**config.mk**
```make
export PLATFORM = sky130hd
export DESIGN_NAME = instr_encoder
export DESIGN_NICKNAME = d
export VERILOG_FILES = /design/src/rtl/instr_enc_pkg.sv /design/src/rtl/rv_imm_packer.sv /design/src/rtl/instr_encoder.sv
export SDC_FILE = /design/constraint.sdc
export NUM_CORES = 1
export LEC_CHECK = 0
export ABC_AREA = 1
export CORE_MARGIN = 2
export CORE_UTILIZATION = 54
export DETAILED_ROUTE_END_ITERATION = 10
export PLACE_DENSITY_LB_ADDON = 0.3
export SLEW_MARGIN = 20
export SYNTH_ARGS = -nofsm -noshare
export SYNTH_HDL_FRONTEND = slang
export SYNTH_SLANG_ARGS = --single-unit
```
**constraint.sdc**
```tcl
create_clock -name clk -period 3.15 [get_ports clk]
set_input_delay 0.4725 -clock clk [delete_from_list [all_inputs] [get_ports clk]]
set_output_delay 0.4725 -clock clk [all_outputs]
set_load 0.1 [all_outputs]
```
**src/rtl/instr_enc_pkg.sv**
```systemverilog
// Shared types and constants for the RV32I instruction encoder.
// Holds request kinds, immediate formats, FSM states, opcodes and funct7 values.
package instr_enc_pkg;

  localparam int XLEN   = 32;
  localparam int REG_AW = 5;

  typedef enum logic [3:0] {
    KIND_R      = 4'd0,
    KIND_IARITH = 4'd1,
    KIND_LOAD   = 4'd2,
    KIND_STORE  = 4'd3,
    KIND_BRANCH = 4'd4,
    KIND_JAL    = 4'd5,
    KIND_JALR   = 4'd6,
    KIND_LUI    = 4'd7,
    KIND_AUIPC  = 4'd8,
    KIND_LI     = 4'd9
  } instr_kind_t;

  // FMT_NONE carries no immediate bits (R-type, LI, illegal kinds).
  typedef enum logic [2:0] {
    FMT_NONE  = 3'd0,
    FMT_I     = 3'd1,
    FMT_SHAMT = 3'd2,
    FMT_S     = 3'd3,
    FMT_B     = 3'd4,
    FMT_U     = 3'd5,
    FMT_J     = 3'd6
  } imm_fmt_t;

  typedef enum logic {
    ST_IDLE  = 1'b0,
    ST_EMIT2 = 1'b1
  } enc_state_t;

  localparam logic [6:0] OPC_R      = 7'b0110011;
  localparam logic [6:0] OPC_IARITH = 7'b0010011;
  localparam logic [6:0] OPC_LOAD   = 7'b0000011;
  localparam logic [6:0] OPC_STORE  = 7'b0100011;
  localparam logic [6:0] OPC_BRANCH = 7'b1100011;
  localparam logic [6:0] OPC_JAL    = 7'b1101111;
  localparam logic [6:0] OPC_JALR   = 7'b1100111;
  localparam logic [6:0] OPC_LUI    = 7'b0110111;
  localparam logic [6:0] OPC_AUIPC  = 7'b0010111;

  localparam logic [6:0] FUNCT7_BASE = 7'b0000000;
  localparam logic [6:0] FUNCT7_ALT  = 7'b0100000;

endpackage

```
**src/rtl/rv_imm_packer.sv**
```systemverilog
// Combinational immediate packer: places req_imm into the I/S/B/U/J bit fields.
// With INSTR_ENC_IMM_CHECK_EN defined, imm_ok flags immediates the format cannot hold.
module rv_imm_packer
  import instr_enc_pkg::*;
(
  input  imm_fmt_t          fmt,
  input  logic [XLEN-1:0]   imm,
  input  logic              alt,
  output logic [XLEN-1:0]   field,
  output logic              imm_ok
);

  always_comb begin
    field = '0;
    case (fmt)
      FMT_I: field[31:20] = imm[11:0];
      FMT_SHAMT: begin
        field[30]    = alt;
        field[24:20] = imm[4:0];
      end
      FMT_S: begin
        field[31:25] = imm[11:5];
        field[11:7]  = imm[4:0];
      end
      FMT_B: begin
        field[31]    = imm[12];
        field[30:25] = imm[10:5];
        field[11:8]  = imm[4:1];
        field[7]     = imm[11];
      end
      FMT_U: field[31:12] = imm[31:12];
      FMT_J: begin
        field[31]    = imm[20];
        field[30:21] = imm[10:1];
        field[20]    = imm[11];
        field[19:12] = imm[19:12];
      end
      default: field = '0;
    endcase
  end

`ifdef INSTR_ENC_IMM_CHECK_EN
  // A signed value fits in N bits exactly when bits [31:N-1] are all equal.
  always_comb begin
    imm_ok = 1'b1;
    case (fmt)
      FMT_I, FMT_SHAMT, FMT_S: imm_ok = (imm[31:11] == {21{imm[11]}});
      FMT_B:                   imm_ok = (imm[31:12] == {20{imm[12]}}) && !imm[0];
      FMT_J:                   imm_ok = (imm[31:20] == {12{imm[20]}}) && !imm[0];
      FMT_U:                   imm_ok = (imm[11:0] == 12'd0);
      default:                 imm_ok = 1'b1;
    endcase
  end
`else
  assign imm_ok = 1'b1;
`endif

endmodule

```
**src/rtl/instr_encoder.sv**
```systemverilog
// RV32I field-level request to instruction-word encoder with LI expansion.
// Optional immediate range rejection is enabled by defining INSTR_ENC_IMM_CHECK_EN.
module instr_encoder
  import instr_enc_pkg::*;
(
  input  logic              clk,
  input  logic              rst_n,
  input  logic              req_valid,
  output logic              req_ready,
  input  logic [3:0]        req_kind,
  input  logic [2:0]        req_funct3,
  input  logic              req_alt,
  input  logic [REG_AW-1:0] req_rd,
  input  logic [REG_AW-1:0] req_rs1,
  input  logic [REG_AW-1:0] req_rs2,
  input  logic [XLEN-1:0]   req_imm,
  output logic              instr_valid,
  input  logic              instr_ready,
  output logic [XLEN-1:0]   instr,
  output logic              instr_last,
  output logic              err,
  output enc_state_t        dbg_state
);

  // Handshakes: a beat moves on a rising edge where valid && ready; the
  // producer holds valid and payload stable until then, and ready may not
  // depend combinationally on the same-side valid.
  enc_state_t state, next_state;

  imm_fmt_t        fmt;
  logic [6:0]      opcode;
  logic [6:0]      funct7;
  logic            use_rd, use_rs1, use_rs2, use_f3, legal;
  logic [XLEN-1:0] imm_field;
  logic            imm_ok;
  logic [XLEN-1:0] base_word;

  logic            is_li, li_small, li_zero_lo, two_word;
  logic [11:0]     li_lo;
  logic [19:0]     li_hi;
  logic [XLEN-1:0] li_addi_x0, li_lui, li_addi_rd;

  logic [XLEN-1:0] first_word;
  logic [XLEN-1:0] second_q;
  logic            accept, reject, take;

  always_comb begin
    fmt     = FMT_NONE;
    opcode  = OPC_R;
    funct7  = FUNCT7_BASE;
    use_rd  = 1'b0;
    use_rs1 = 1'b0;
    use_rs2 = 1'b0;
    use_f3  = 1'b0;
    legal   = 1'b1;
    case (req_kind)
      KIND_R: begin
        opcode  = OPC_R;
        funct7  = req_alt ? FUNCT7_ALT : FUNCT7_BASE;
        use_rd  = 1'b1;
        use_rs1 = 1'b1;
        use_rs2 = 1'b1;
        use_f3  = 1'b1;
      end
      KIND_IARITH: begin
        opcode  = OPC_IARITH;
        fmt     = (req_funct3 == 3'b001 || req_funct3 == 3'b101) ? FMT_SHAMT : FMT_I;
        use_rd  = 1'b1;
        use_rs1 = 1'b1;
        use_f3  = 1'b1;
      end
      KIND_LOAD: begin
        opcode  = OPC_LOAD;
        fmt     = FMT_I;
        use_rd  = 1'b1;
        use_rs1 = 1'b1;
        use_f3  = 1'b1;
      end
      KIND_STORE: begin
        opcode  = OPC_STORE;
        fmt     = FMT_S;
        use_rs1 = 1'b1;
        use_rs2 = 1'b1;
        use_f3  = 1'b1;
      end
      KIND_BRANCH: begin
        opcode  = OPC_BRANCH;
        fmt     = FMT_B;
        use_rs1 = 1'b1;
        use_rs2 = 1'b1;
        use_f3  = 1'b1;
      end
      KIND_JAL: begin
        opcode  = OPC_JAL;
        fmt     = FMT_J;
        use_rd  = 1'b1;
      end
      KIND_JALR: begin
        opcode  = OPC_JALR;
        fmt     = FMT_I;
        use_rd  = 1'b1;
        use_rs1 = 1'b1;
        use_f3  = 1'b1;
      end
      KIND_LUI: begin
        opcode  = OPC_LUI;
        fmt     = FMT_U;
        use_rd  = 1'b1;
      end
      KIND_AUIPC: begin
        opcode  = OPC_AUIPC;
        fmt     = FMT_U;
        use_rd  = 1'b1;
      end
      KIND_LI: legal = 1'b1;
      default: legal = 1'b0;
    endcase
  end

  rv_imm_packer u_imm_packer (
    .fmt    (fmt),
    .imm    (req_imm),
    .alt    (req_alt),
    .field  (imm_field),
    .imm_ok (imm_ok)
  );

  assign base_word = {funct7,
                      use_rs2 ? req_rs2    : 5'd0,
                      use_rs1 ? req_rs1    : 5'd0,
                      use_f3  ? req_funct3 : 3'd0,
                      use_rd  ? req_rd     : 5'd0,
                      opcode} | imm_field;

  // hi is rounded so that hi<<12 plus the sign-extended lo rebuilds req_imm.
  assign is_li      = (req_kind == KIND_LI);
  assign li_lo      = req_imm[11:0];
  assign li_hi      = req_imm[31:12] + {19'd0, req_imm[11]};
  assign li_small   = (req_imm[31:11] == {21{req_imm[11]}});
  assign li_zero_lo = (req_imm[11:0] == 12'd0);
  assign li_addi_x0 = {li_lo, 5'd0, 3'b000, req_rd, OPC_IARITH};
  assign li_lui     = {li_hi, req_rd, OPC_LUI};
  assign li_addi_rd = {li_lo, req_rd, 3'b000, req_rd, OPC_IARITH};

  assign first_word = is_li ? (li_small ? li_addi_x0 : li_lui) : base_word;
  assign two_word   = is_li && !li_small && !li_zero_lo;

  assign req_ready = (state == ST_IDLE) && (!instr_valid || instr_ready);
  assign accept    = req_valid && req_ready;
  assign reject    = !legal || !imm_ok;
  assign take      = instr_valid && instr_ready;
  assign dbg_state = state;

  always_ff @(posedge clk or negedge rst_n) begin
    if (!rst_n) state <= ST_IDLE;
    else        state <= next_state;
  end

  always_comb begin
    next_state = state;
    case (state)
      ST_IDLE:  if (accept && !reject && two_word) next_state = ST_EMIT2;
      ST_EMIT2: if (take) next_state = ST_IDLE;
      default:  next_state = ST_IDLE;
    endcase
  end

  always_ff @(posedge clk or negedge rst_n) begin
    if (!rst_n) begin
      instr_valid <= 1'b0;
      instr       <= '0;
      instr_last  <= 1'b0;
      err         <= 1'b0;
      second_q    <= '0;
    end else begin
      err <= accept && reject;
      if (accept && !reject) begin
        instr_valid <= 1'b1;
        instr       <= first_word;
        instr_last  <= !two_word;
        if (two_word) second_q <= li_addi_rd;
      end else if (state == ST_EMIT2 && take) begin
        instr      <= second_q;
        instr_last <= 1'b1;
      end else if (take) begin
        instr_valid <= 1'b0;
      end
    end
  end

endmodule

```
==> qor.txt <==
outcome = completed
CTS clock-pin slew for the worst setup and hold paths = 110 ps
largest area contributor in the netlist = dfrtp_1
fin crit period = 2580 ps
worst reg2reg setup slack = 1100 ps
fillcell total = 595
Post-CTS Hold Buffers = 0
cell mode on critical path = nand2_1
maximum VDD drop = 741 uV
layout cell share with drive strength beyond 1 = 0.134
drt total wl = 12100 um
Worst setup EP type = flip-flop
Clk Latency, worst-skew pair = 310 ps
Avg WL per Cell = 16.1 um
# setup viols final = 0
met2 Track Usage GR = 0.532
sequential fraction of the synthesis area = 0.348
clk sinks = 53
nets = 715
period utilization = 0.820
CTS Root Cell = clkbuf_8
clk_skew = 12.3 ps
global-route wire length before repair = 19100 um
all-layer global routing usage = 0.317
maximum clock rate = 0.387 GHz
post-route ant nets = 0
Worst Tran Pin Value = 640 ps
Pwr per Cell Area = 876 mW/mm^2
Clk network pwr share = 0.094
max-slew violations = 0
Synth cell types = 36
synthesis-to-finish area growth = 26.7%
pin count of the biggest net entering global routing = 32
Area contributors post-synth = dfrtp_1 35%, nand2_1 17%, nand3_1 7.1%
combinational share of power = 0.643
critical path arrival = 2830 ps
Avg Inst Size Synth = 6.81 sq um
Buf/Inv on CP = 1
Synth Register Bits = 53
Fin Setup TNS = 0 ps
Switching Share = 0.598
Die W = 88.0 um
Setup WS post-layout = 566 ps
Yosys Warn Count = 0
Mapped Nets = 621
met1 Use GR = 0.437
die area = 0.00775 sq mm
number of global-route vias before repair = 3922
H-Tree Depth = 2
Yosys top cell area share = 0.348
drt drc = 0
Vias = 4145
commonest register cell after synthesis = dfrtp_1
unrepaired setup endpoints after global routing = false
fin util = 0.707
switching power = 0.00253 W
Post-CTS Setup Inserts = 0
Pint = 0.00170 W
initial DRC count = 388
worst hold path class = primary input to async pin
Fin. Hold Viols = 0
critical path class = primary input to flip-flop
Required @ worst endpoint = 3400 ps
# IOs = 96
Synth Instances = 560
synthesized area = 0.00381 sq mm
CP Launch Type = primary input
Clock Tree Buf Depth = 2
Post-synth EDFFs = 0
Crit path largest cell delay = 770 ps
slowest CP cell = clkdlybuf4s50_1
top cells by count, synth = 174 x nand2_1, 62 x inv_1, 57 x nor2_1
PortBufs = 95
CP Max Fanout = 9
post-cts sizing count = 0
Final GP Congestion = 0.962
initial antenna violation count = 0
GRT met3 Usage = 0.0415
most crowded layer after global routing = met2
family with the most delay on the worst path = simple AND/OR/NAND/NOR gates
ANT cells = 0
Max Cap Viol = 0
Num CTS Buffers = 5
hold slack final = 157 ps
sequential share of power = 0.262
core area = 0.00683 sq mm
CTS tree = built
gr ovfl total = 0
total power = 0.00423 W
Vias/cell = 5.52
pre-CTS setup slack = 264 ps
most common cell in the netlist = nand2_1
async set-reset flop share out of synthesis = 1.00
Rows = 30
worst path cell trace = clkdlybuf4s50_1 -> ha_1 -> ha_1 -> nand2_1 -> nor2_1 -> nand2_1 -> nor2_1 -> xor2_1 -> nand3_1 -> nand3_1 -> nand2_1 -> nand2_1
leakage power total = 2.44 nW
post-DP HPWL = 9690 um
DR pass1 iterations = 5
Die H = 88.0 um
Starting Density = 0.558
Max-slew headroom = 0.571
power groups by stage:
stage / Clock [W] / Combinational (W) / Sequential [W]
after floorplan: 0 / 0.000665 / 0.00251
after global placement: 0 / 0.00268 / 0.00111
after detailed placement: 0 / 0.00271 / 0.00112
after CTS: 0.000402 / 0.00272 / 0.00111
after global routing: 0.000431 / 0.00285 / 0.00114
final: 0.000399 / 0.00272 / 0.00111
final timing paths:
kind                               from            to  cells past startpoint
hold reg to reg            second_q[28]  second_q[28]                      2
max in group asynchronous         rst_n  second_q[28]                      2
setup / recovery            req_imm[11]     instr[28]                     12
hold / removal                    rst_n     instr[20]                      1
min in group clk           second_q[28]  second_q[28]                      2
setup reg to reg            instr_valid    instr_last                      8
layout make-up:
type | instances | area, sq um | area share
multi-input combinational | 420 | 2120 | 0.438
sequential | 53 | 1330 | 0.274
timing repair buffer | 103 | 913 | 0.189
inverter | 71 | 267 | 0.0552
tap | 96 | 120 | 0.0249
clock buffer | 5 | 68.8 | 0.0142
clock inverter | 3 | 21.3 | 0.00440
metrics by stage:
stage / std cells / area, sq um
2_1_floorplan: 560 / 3810
3_3_place_gp: 743 / 4740
3_5_place_dp: 743 / 4740
4_1_cts: 751 / 4830
5_1_grt: 751 / 4830
6_report: 751 / 4830
worst reg2reg max path: stages (launching register included):
cell	delay, ps
dfrtp_1	440
a21oi_2	260
nand2_2	170
nor2_8	150
inv_2	140
nor2_2	170
nand2_2	330
o21ai_1	260
inv_2	40
layout by cell type (no fill, tap or decap), types with 2 or more instances in the layout:
cell type,count
nor2_2,2
inv_2,9
nand2_1,174
o21ai_0,17
nor2_4,5
or2_1,3
clkbuf_8,5
a22o_1,14
dfrtp_1,53
clkdlybuf4s50_1,57
o32ai_1,2
a22oi_1,4
buf_4,45
o22ai_1,2
o21ai_2,3
a21oi_2,2
o211ai_1,5
nand3_1,54
a21oi_1,16
nand2_2,7
nand4_1,8
xor2_1,14
ha_1,2
nand3_2,3
nor2_1,57
nor2_8,2
inv_1,62
nor4_1,3
o21ai_1,15
kinds of logic (layout without fill, tap and decap cells):
logic type	count (synthesis)	after routing	synth area share
AOI/OAI and AO/OA	84	84	0.141
xor gates and xnor gates	14	14	0.0322
adders and majority gates	2	2	0.00656
buffers and inverters	87	182	0.0971
DFF	53	53	0.348
and+or+nand+nor	320	320	0.375
state kept, by name, summed over array words and instances, names as in the netlist:
| register | count |
|---|---|
| dbg_state | 1 |
| err | 1 |
| instr | 31 |
| instr_last | 1 |
| instr_valid | 1 |
| second_q | 18 |
routing by layer:
metal  vias up  share of wire
li1       2003              -
met1      1901           0.44
met2       220           0.47
met3        21          0.072
met4         0          0.019
met5         -              0
(Power assumes the default switching activity.)
